**config.mk**
```make
export PLATFORM = sky130hd
export DESIGN_NAME = click_sync_sink
export DESIGN_NICKNAME = d
export VERILOG_FILES = /design/src/rtl/click_pkg.sv /design/src/rtl/sync_fifo.sv /design/src/rtl/click_sync_sink.sv
export SDC_FILE = /design/constraint.sdc
export NUM_CORES = 1
export LEC_CHECK = 0
export BUFFER_PORTS_ARGS = -buffer_cell sky130_fd_sc_hd__buf_2
export CORE_MARGIN = 3
export CORE_UTILIZATION = 30
export DETAILED_ROUTE_END_ITERATION = 16
export MAX_ROUTING_LAYER = met4
export PLACE_DENSITY = 0.59
export SLEW_MARGIN = 20
export SYNTH_ARGS = -nofsm -noshare
export SYNTH_HDL_FRONTEND = slang
export SYNTH_SLANG_ARGS = --single-unit
export TNS_END_PERCENT = 30
```
**constraint.sdc**
```tcl
create_clock -name i_clk -period 2.6 [get_ports i_clk]
set_clock_uncertainty 0.1 [all_clocks]
set_input_delay 0.52 -clock i_clk [delete_from_list [all_inputs] [get_ports i_clk]]
set_output_delay 0.52 -clock i_clk [all_outputs]
set_load 0.02 [all_outputs]
```
**src/rtl/click_pkg.sv**
```systemverilog
// Shared types and default sizing for the click-to-synchronous receive endpoint.
package click_pkg;

    // Control FSM states: idle, or holding a pending transfer off a full FIFO
    typedef enum logic {
        S_IDLE  = 1'b0,
        S_STALL = 1'b1
    } state_e;

    localparam int CLICK_BW_DATA     = 8;
    localparam int CLICK_FIFO_DEPTH  = 4;
    localparam int CLICK_SYNC_STAGES = 2;

endpackage

```
**src/rtl/sync_fifo.sv**
```systemverilog
// Small synchronous FIFO with wrap-bit pointers, registered storage and a
// combinational read of the head entry.
module sync_fifo
    import click_pkg::*;
#(
    parameter int BW_DATA    = CLICK_BW_DATA,
    parameter int FIFO_DEPTH = CLICK_FIFO_DEPTH
) (
    input  logic                          i_clk,
    input  logic                          i_rstn,
    input  logic                          i_push,
    input  logic                          i_pop,
    input  logic [BW_DATA-1:0]            i_din,
    output logic [BW_DATA-1:0]            o_dout,
    output logic                          o_full,
    output logic                          o_empty,
    output logic [$clog2(FIFO_DEPTH):0]   o_count
);

    localparam int AW = $clog2(FIFO_DEPTH);
    localparam int PW = AW + 1;

    logic [PW-1:0]      wrPtr_q, wrPtr_d;
    logic [PW-1:0]      rdPtr_q, rdPtr_d;
    logic [BW_DATA-1:0] mem_q [FIFO_DEPTH];
    logic               doPush;
    logic               doPop;

    // Full when the wrap bits differ but the index bits match; empty when equal
    assign o_full  = (wrPtr_q[AW] != rdPtr_q[AW]) && (wrPtr_q[AW-1:0] == rdPtr_q[AW-1:0]);
    assign o_empty = (wrPtr_q == rdPtr_q);
    assign o_count = wrPtr_q - rdPtr_q;
    assign o_dout  = mem_q[rdPtr_q[AW-1:0]];

    assign doPush = i_push & ~o_full;
    assign doPop  = i_pop & ~o_empty;

    // Pointer advance; pointers wrap naturally modulo twice the depth
    always_comb begin
        wrPtr_d = wrPtr_q;
        rdPtr_d = rdPtr_q;
        if (doPush) begin
            wrPtr_d = wrPtr_q + PW'(1);
        end
        if (doPop) begin
            rdPtr_d = rdPtr_q + PW'(1);
        end
    end

    // Pointer registers with synchronous active-low clear
    always_ff @(posedge i_clk) begin
        if (!i_rstn) begin
            wrPtr_q <= '0;
            rdPtr_q <= '0;
        end else begin
            wrPtr_q <= wrPtr_d;
            rdPtr_q <= rdPtr_d;
        end
    end

    // Storage needs no reset: contents are only visible once a push has landed
    always_ff @(posedge i_clk) begin
        if (doPush) begin
            mem_q[wrPtr_q[AW-1:0]] <= i_din;
        end
    end

endmodule

```
**src/rtl/click_sync_sink.sv**
```systemverilog
// Receive endpoint for a 2-phase click pipeline: synchronises the request
// toggle, captures bundled data into a FIFO and answers with an ack toggle.
module click_sync_sink
    import click_pkg::*;
#(
    parameter int BW_DATA     = CLICK_BW_DATA,
    parameter int FIFO_DEPTH  = CLICK_FIFO_DEPTH,
    parameter int SYNC_STAGES = CLICK_SYNC_STAGES
) (
    input  logic                          i_clk,
    input  logic                          i_rstn,
    input  logic                          i_req,
    input  logic [BW_DATA-1:0]            i_data,
    output logic                          o_ack,
    output logic                          o_valid,
    output logic [BW_DATA-1:0]            o_data,
    input  logic                          i_ready,
    output logic [$clog2(FIFO_DEPTH):0]   o_count,
    output logic                          o_stall
);

    logic [SYNC_STAGES-1:0] sync_q, sync_d;
    logic                   ack_q, ack_d;
    state_e                 state_q, state_d;
    logic                   reqSync;
    logic                   pending;
    logic                   capture;
    logic                   fifoFull;
    logic                   fifoEmpty;

    // A transfer is pending while the synchronised request differs from our ack.
    // Data is sampled several cycles after the request edge, so bundled-data
    // timing guarantees it has settled and it needs no synchroniser of its own.
    assign reqSync = sync_q[SYNC_STAGES-1];
    assign pending = reqSync ^ ack_q;
    assign capture = pending & ~fifoFull;
    assign o_ack   = ack_q;
    assign o_stall = pending & fifoFull;
    assign o_valid = ~fifoEmpty;

    // Shift chain next state and ack toggle on each capture
    always_comb begin
        sync_d = {sync_q[SYNC_STAGES-2:0], i_req};
        ack_d  = ack_q;
        if (capture) begin
            ack_d = ~ack_q;
        end
    end

    // Control FSM next state: stall while full, leave on the capture edge
    always_comb begin
        state_d = state_q;
        case (state_q)
            S_IDLE: begin
                if (pending && fifoFull) begin
                    state_d = S_STALL;
                end
            end
            S_STALL: begin
                if (capture) begin
                    state_d = S_IDLE;
                end
            end
            default: state_d = S_IDLE;
        endcase
    end

    // Synchroniser, ack flop and FSM state with synchronous active-low reset
    always_ff @(posedge i_clk) begin
        if (!i_rstn) begin
            sync_q  <= '0;
            ack_q   <= 1'b0;
            state_q <= S_IDLE;
        end else begin
            sync_q  <= sync_d;
            ack_q   <= ack_d;
            state_q <= state_d;
        end
    end

    sync_fifo #(
        .BW_DATA    (BW_DATA),
        .FIFO_DEPTH (FIFO_DEPTH)
    ) u_fifo (
        .i_clk   (i_clk),
        .i_rstn  (i_rstn),
        .i_push  (capture),
        .i_pop   (o_valid & i_ready),
        .i_din   (i_data),
        .o_dout  (o_data),
        .o_full  (fifoFull),
        .o_empty (fifoEmpty),
        .o_count (o_count)
    );

endmodule
```
# Yosys cells after proc, flatten, opt, wreduce, memory -nomap -nowiden
# Memory sizes are Yosys's and may differ from the RTL's. A register that Yosys moved wholly into a read port is not among the register bits.
# Index checks and enable logic that the tools add are counted.
[totals]
ram_bits = 32
register_bits = 9
word_cells = 25
input_bits = 12
memories = 1
output_inout_bits = 14
latchBits = 0
rom_bits = 0
[memory_table]
columns = ["memory", "depth", "word_bits", "read_ports", "rd_clocked_by_memory_dff", "write_ports", "line_no", "source"]
rows = [
  ["u_fifo.mem_q", 4, 8, 1, 1, 1, "sync_fifo.sv:25", "logic [BW_DATA-1:0] mem_q [FIFO_DEPTH];"],
]
[classes]
mul = 0
reduce_logical = 1
shifts = 0
n_lt_le_gt_ge = 0
n_eq_ne = 3
div = 0
n_addsub = 3
mux = 4
n_bitwise = 9
[op_table]
columns = ["op", "n"]
rows = [
  ["adder 3 x 1 -> 3 bit (second input constant)", 2],
  ["bitwise AND 1 bit", 5],
  ["2-to-1 mux 2 bit", 2],
  ["equality test 3 bit", 1],
  ["NOT 1 bit", 3],
  ["subtractor 3 bit", 1],
  ["equality test 2 bit", 1],
  ["2-to-1 mux 1 bit", 2],
  ["logical AND 1 bit", 1],
  ["!= test 1 bit", 1],
  ["bitwise XOR 1 bit", 1],
]

# Logic depth before layout (Yosys ltp)
[depth]
ltp_word = 7
ltp_mapped = 5
mapped_depth_nobuf = 5

# Cells and area by module
# From an unflattened synthesis, not the netlist that was laid out.
[unflattened]
hier_cells = 123
area_unflattened_um2 = 1886.8
[by_module_without_submodules]
columns = ["mod", "seq_area_each_um2", "n_inst", "area_per_inst_um2", "cells_each"]
rows = [
  ["sync_fifo", 1121.1, 1, 1769.2, 111],
  ["click_sync_sink", 60.1, 1, 117.6, 12],
]

# Worst setup path after synthesis
# OpenSTA, ideal clock, no wires.
[synth_path]
path_type = "register to output"
start = "reg u_fifo.wrPtr_q[0]"
end = "out o_stall"
required_time_ps = 1980
setup_slack_ps = 416
t_arrival_ps = 1564
stages_incl_launch_ff = 5
path_buffers = 0
path_cell_list = "dfxtp_1 -> inv_1 -> ha_1 -> nand2_1 -> nor3b_1"
[synth_between]
elab_chain_cells = 3
[synth_lines]
columns = ["element", "line_no", "source"]
rows = [
  ["start, declared", "sync_fifo.sv:23", "logic [PW-1:0] wrPtr_q, wrPtr_d;"],
  ["start signal, assigned", "sync_fifo.sv:56", "wrPtr_q <= wrPtr_d;"],
  ["equality test 2 bit", "sync_fifo.sv:30", "assign o_full = (wrPtr_q[AW] != rdPtr_q[AW]) && (wrPtr_q[AW-1:0] == rdPtr_q[AW-1:0]);"],
  ["logical AND 1 bit", "sync_fifo.sv:30", ""],
  ["bitwise AND 1 bit", "click_sync_sink.sv:38", "assign o_stall = pending & fifoFull;"],
  ["end, declared", "click_sync_sink.sv:19", "output logic o_stall"],
]
# Every way passes these cells.

# Final worst setup path
[layout_path]
start = "reg u_fifo.wrPtr_q[0]"
end = "out o_valid"
[layout_between]
elab_chain_cells = 2
[layout_lines]
columns = ["element", "line_no", "source"]
rows = [
  ["equality test 3 bit", "sync_fifo.sv:31", "assign o_empty = (wrPtr_q == rdPtr_q);"],
  ["NOT 1 bit", "click_sync_sink.sv:39", "assign o_valid = ~fifoEmpty;"],
  ["end, declared", "click_sync_sink.sv:15", "output logic o_valid,"],
]
# Every way passes these cells.

==> key figures <==
Drt
  • Routed wire length: 3040 µm
  • Router iterations before antenna repair: 4
  • Drt initial violations: 47
  • Vias: 955
  • DR WL/cell: 14.4 µm
  • Routed Antenna Nets: 0
  • Vias/cell: 4.53
  • Drc violations: 0

Place
  • Area after DPL: 2030 µm²
  • Placed Cells: 203
  • Gp weighted congestion: 0.743
  • Count of input and output buffers: 25
  • Pre-CTS WS: 416 ps
  • HPWL Detailed: 2180 µm

Clock network
  • Clock sink count: 43
  • H-tree Lvls: 2
  • Post-CTS Setup Repair Bufs: 0
  • Clock Latency Late Sink: 290 ps
  • Longest Clk Path Bufs: 2
  • Clock root buffer: clkbuf_8
  • CTS tree: built
  • Total CTS buffers: 5
  • Worst-path clk slew: 80 ps
  • Hold-fix buffers at CTS: 0
  • Post-cts resize count: 0

Timing
  • Hold_ws: 327 ps
  • Max Fclk: 0.412 GHz
  • Final worst slack: 172 ps
  • Setup_tns: 0 ps
  • Rel. slew slack: 54.4%
  • Max-slew violation count: 0
  • Hold Violations, Final: 0
  • Actual slew at the worst max-slew pin: 684 ps
  • RSZ-0062 raised after global routing: no
  • Crit path time final: 2430 ps
  • Setup Viol. Count Final: 0
  • Period Utilization, post-route: 93.4%

Pwr
  • Switching share of power: 28.3%
  • Clock power share: 26.3%
  • Leakage power: 0.785 nW
  • Sequential share of power: 52.1%
  • Int Pwr: 1.09 mW
  • Combinational Power Share: 21.6%
  • PwrDens: 719 nW/µm²
  • VDD IR max: 0.294 mV
  • Switching component of the power: 0.430 mW

Setup path
  • Crit path arrival time: 1810 ps
  • Critical path endpoint category: primary output
  • CP Class: flop to primary output
  • Startpoint Class: flop
  • Crit Path Max Fanout: 6
  • FF-to-FF path depth: 4
  • Worst EP required: 1980 ps

Floorplan
  • Die X: 83.9 µm
  • Die area: 7030 µm²
  • # rows: 27
  • Die Y: 83.9 µm
  • Initial core utilization: 32.1%
  • Area of the core: 5680 µm²
  • Num ports: 26

Status
  • Outcome: finished, final reports clean

Global routing
  • Global-route wire length before repair: 5200 µm
  • Largest net degree at the start of global routing: 15
  • Gr usage total: 9.69%
  • Vias in the first global route: 1021
  • Grt ovf: 0
  • Initial antenna violation count: 0

Synth
  • Top-count cell post-synth: edfxtp_1
  • Avg Cell Area, Syn: 16.8 µm²
  • Mapped Cells: 108
  • Async set-reset flop share out of synthesis: 0%
  • Commonest cells in the netlist: 32 x edfxtp_1, 11 x dfxtp_1, 9 x inv_1, 9 x nand2_1, 8 x mux4_2
  • EDFF count, synth: 32
  • Top FF cell, synth: edfxtp_1
  • Yosys reg bits: 43
  • Syn Nets: 128
  • Register area share after synthesis: 64.9%
  • Leading area contributor after synthesis: edfxtp_1
  • Mapped cell area: 1820 µm²
  • Unique cell type count in the Yosys netlist: 28
  • Ranking of synthesized cells by area: edfxtp_1 53%, dfxtp_1 12%, mux4_2 9.9%
  • Top cell type's share of synthesized area: 52.8%
  • Ys Warns: 0

Final layout
  • Ant diodes: 0
  • Synthesis-to-finish area growth: 16.4%
  • Layout Nets: 158
  • Fillers: 553
  • Post-route cell area: 2120 µm²
  • Share of layout cells above drive strength 1: 33.1%
  • Non-Filler Instances: 211

Job
  • Total of max-cap violations: 0

Hold path
  • Worst hold path class: input port to flop
  • Hold Crit Depth: 2
==> power groups by stage <==
stage | Clock [mW] | Sequential (mW) | Combinational (mW)
floorplan | 0 | 0.791 | 0.242
global placement | 0 | 0.808 | 0.320
detailed placement | 0 | 0.810 | 0.330
CTS | 0.414 | 0.795 | 0.332
global route | 0.442 | 0.799 | 0.363
finish | 0.401 | 0.793 | 0.329
==> layout make-up <==
cell class                 instances  area [µm²]  area share (%)
timing repair buffer              26         133            6.26
multi-input combinational         53         594            28.1
tap                               72        90.1            4.26
clock inverter                     2        12.5           0.591
inverter                           9        33.8            1.60
sequential                        43        1180            55.8
clock buffer                       6        72.6            3.43
==> cells by family (layout without fill, tap and decap cells) <==
logic type,Yosys count,in the layout,share of synthesized area (%)
xor+xnor,3,3,2.48
fa+ha+maj,8,8,5.91
buf+inv,12,43,2.54
mux,14,14,13.2
compound gates,7,7,4.75
simple gates,21,21,6.19
flops,43,43,64.9
==> layout by cell type, fill, tap and decap left out, drive strengths merged, types with 2 or more instances in the layout <==
| cell type | instances |
|---|---|
| buf | 26 |
| nand2 | 9 |
| dfxtp | 11 |
| ha | 7 |
| mux2i | 6 |
| inv | 9 |
| mux4 | 8 |
| and2 | 5 |
| nand2b | 2 |
| edfxtp | 32 |
| xor2 | 2 |
| clkbuf | 6 |
==> path summary, 6_finish.rpt <==
kind | endpoint | slack (ps) | start
worst max-delay path | o_valid | 170 | u_fifo.wrPtr_q[0]
worst min-delay path | sync_q[0] | 330 | i_req
worst max register to register | u_fifo.mem_q[0][0] | 550 | u_fifo.rdPtr_q[1]
worst min register to register | sync_q[1] | 340 | sync_q[0]
==> routing by layer <==
layer	vias up	global-route usage, %	wire (µm)
met2	28	16.1	1500
li1	458	-	-
met5	-	-	0
met4	0	2.63	19
met3	5	2.76	166
met1	464	11.5	1350
==> state kept, by name, indices dropped and copies added (netlist names), named ones only <==
name / count
o_ack: 1
sync_q: 2
u_fifo.mem_q: 32
u_fifo.rdPtr_q: 3
u_fifo.wrPtr_q: 3
==> stage by stage <==
stage                     power, mW  utilization [%]
after floorplan                1.03                -
after global placement         1.13             35.8
after detailed placement       1.14             35.8
after CTS                      1.54             37.3
after global routing           1.60             37.3
final                          1.52             37.3
==> critical path, cell delays in order, from the launching register on <==
cell	delay, ps
dfxtp_1	410
inv_1	120
ha_2	440
nand2_1	140
or2_1	250
buf_2	160
Power figures use the tool's default switching activity.
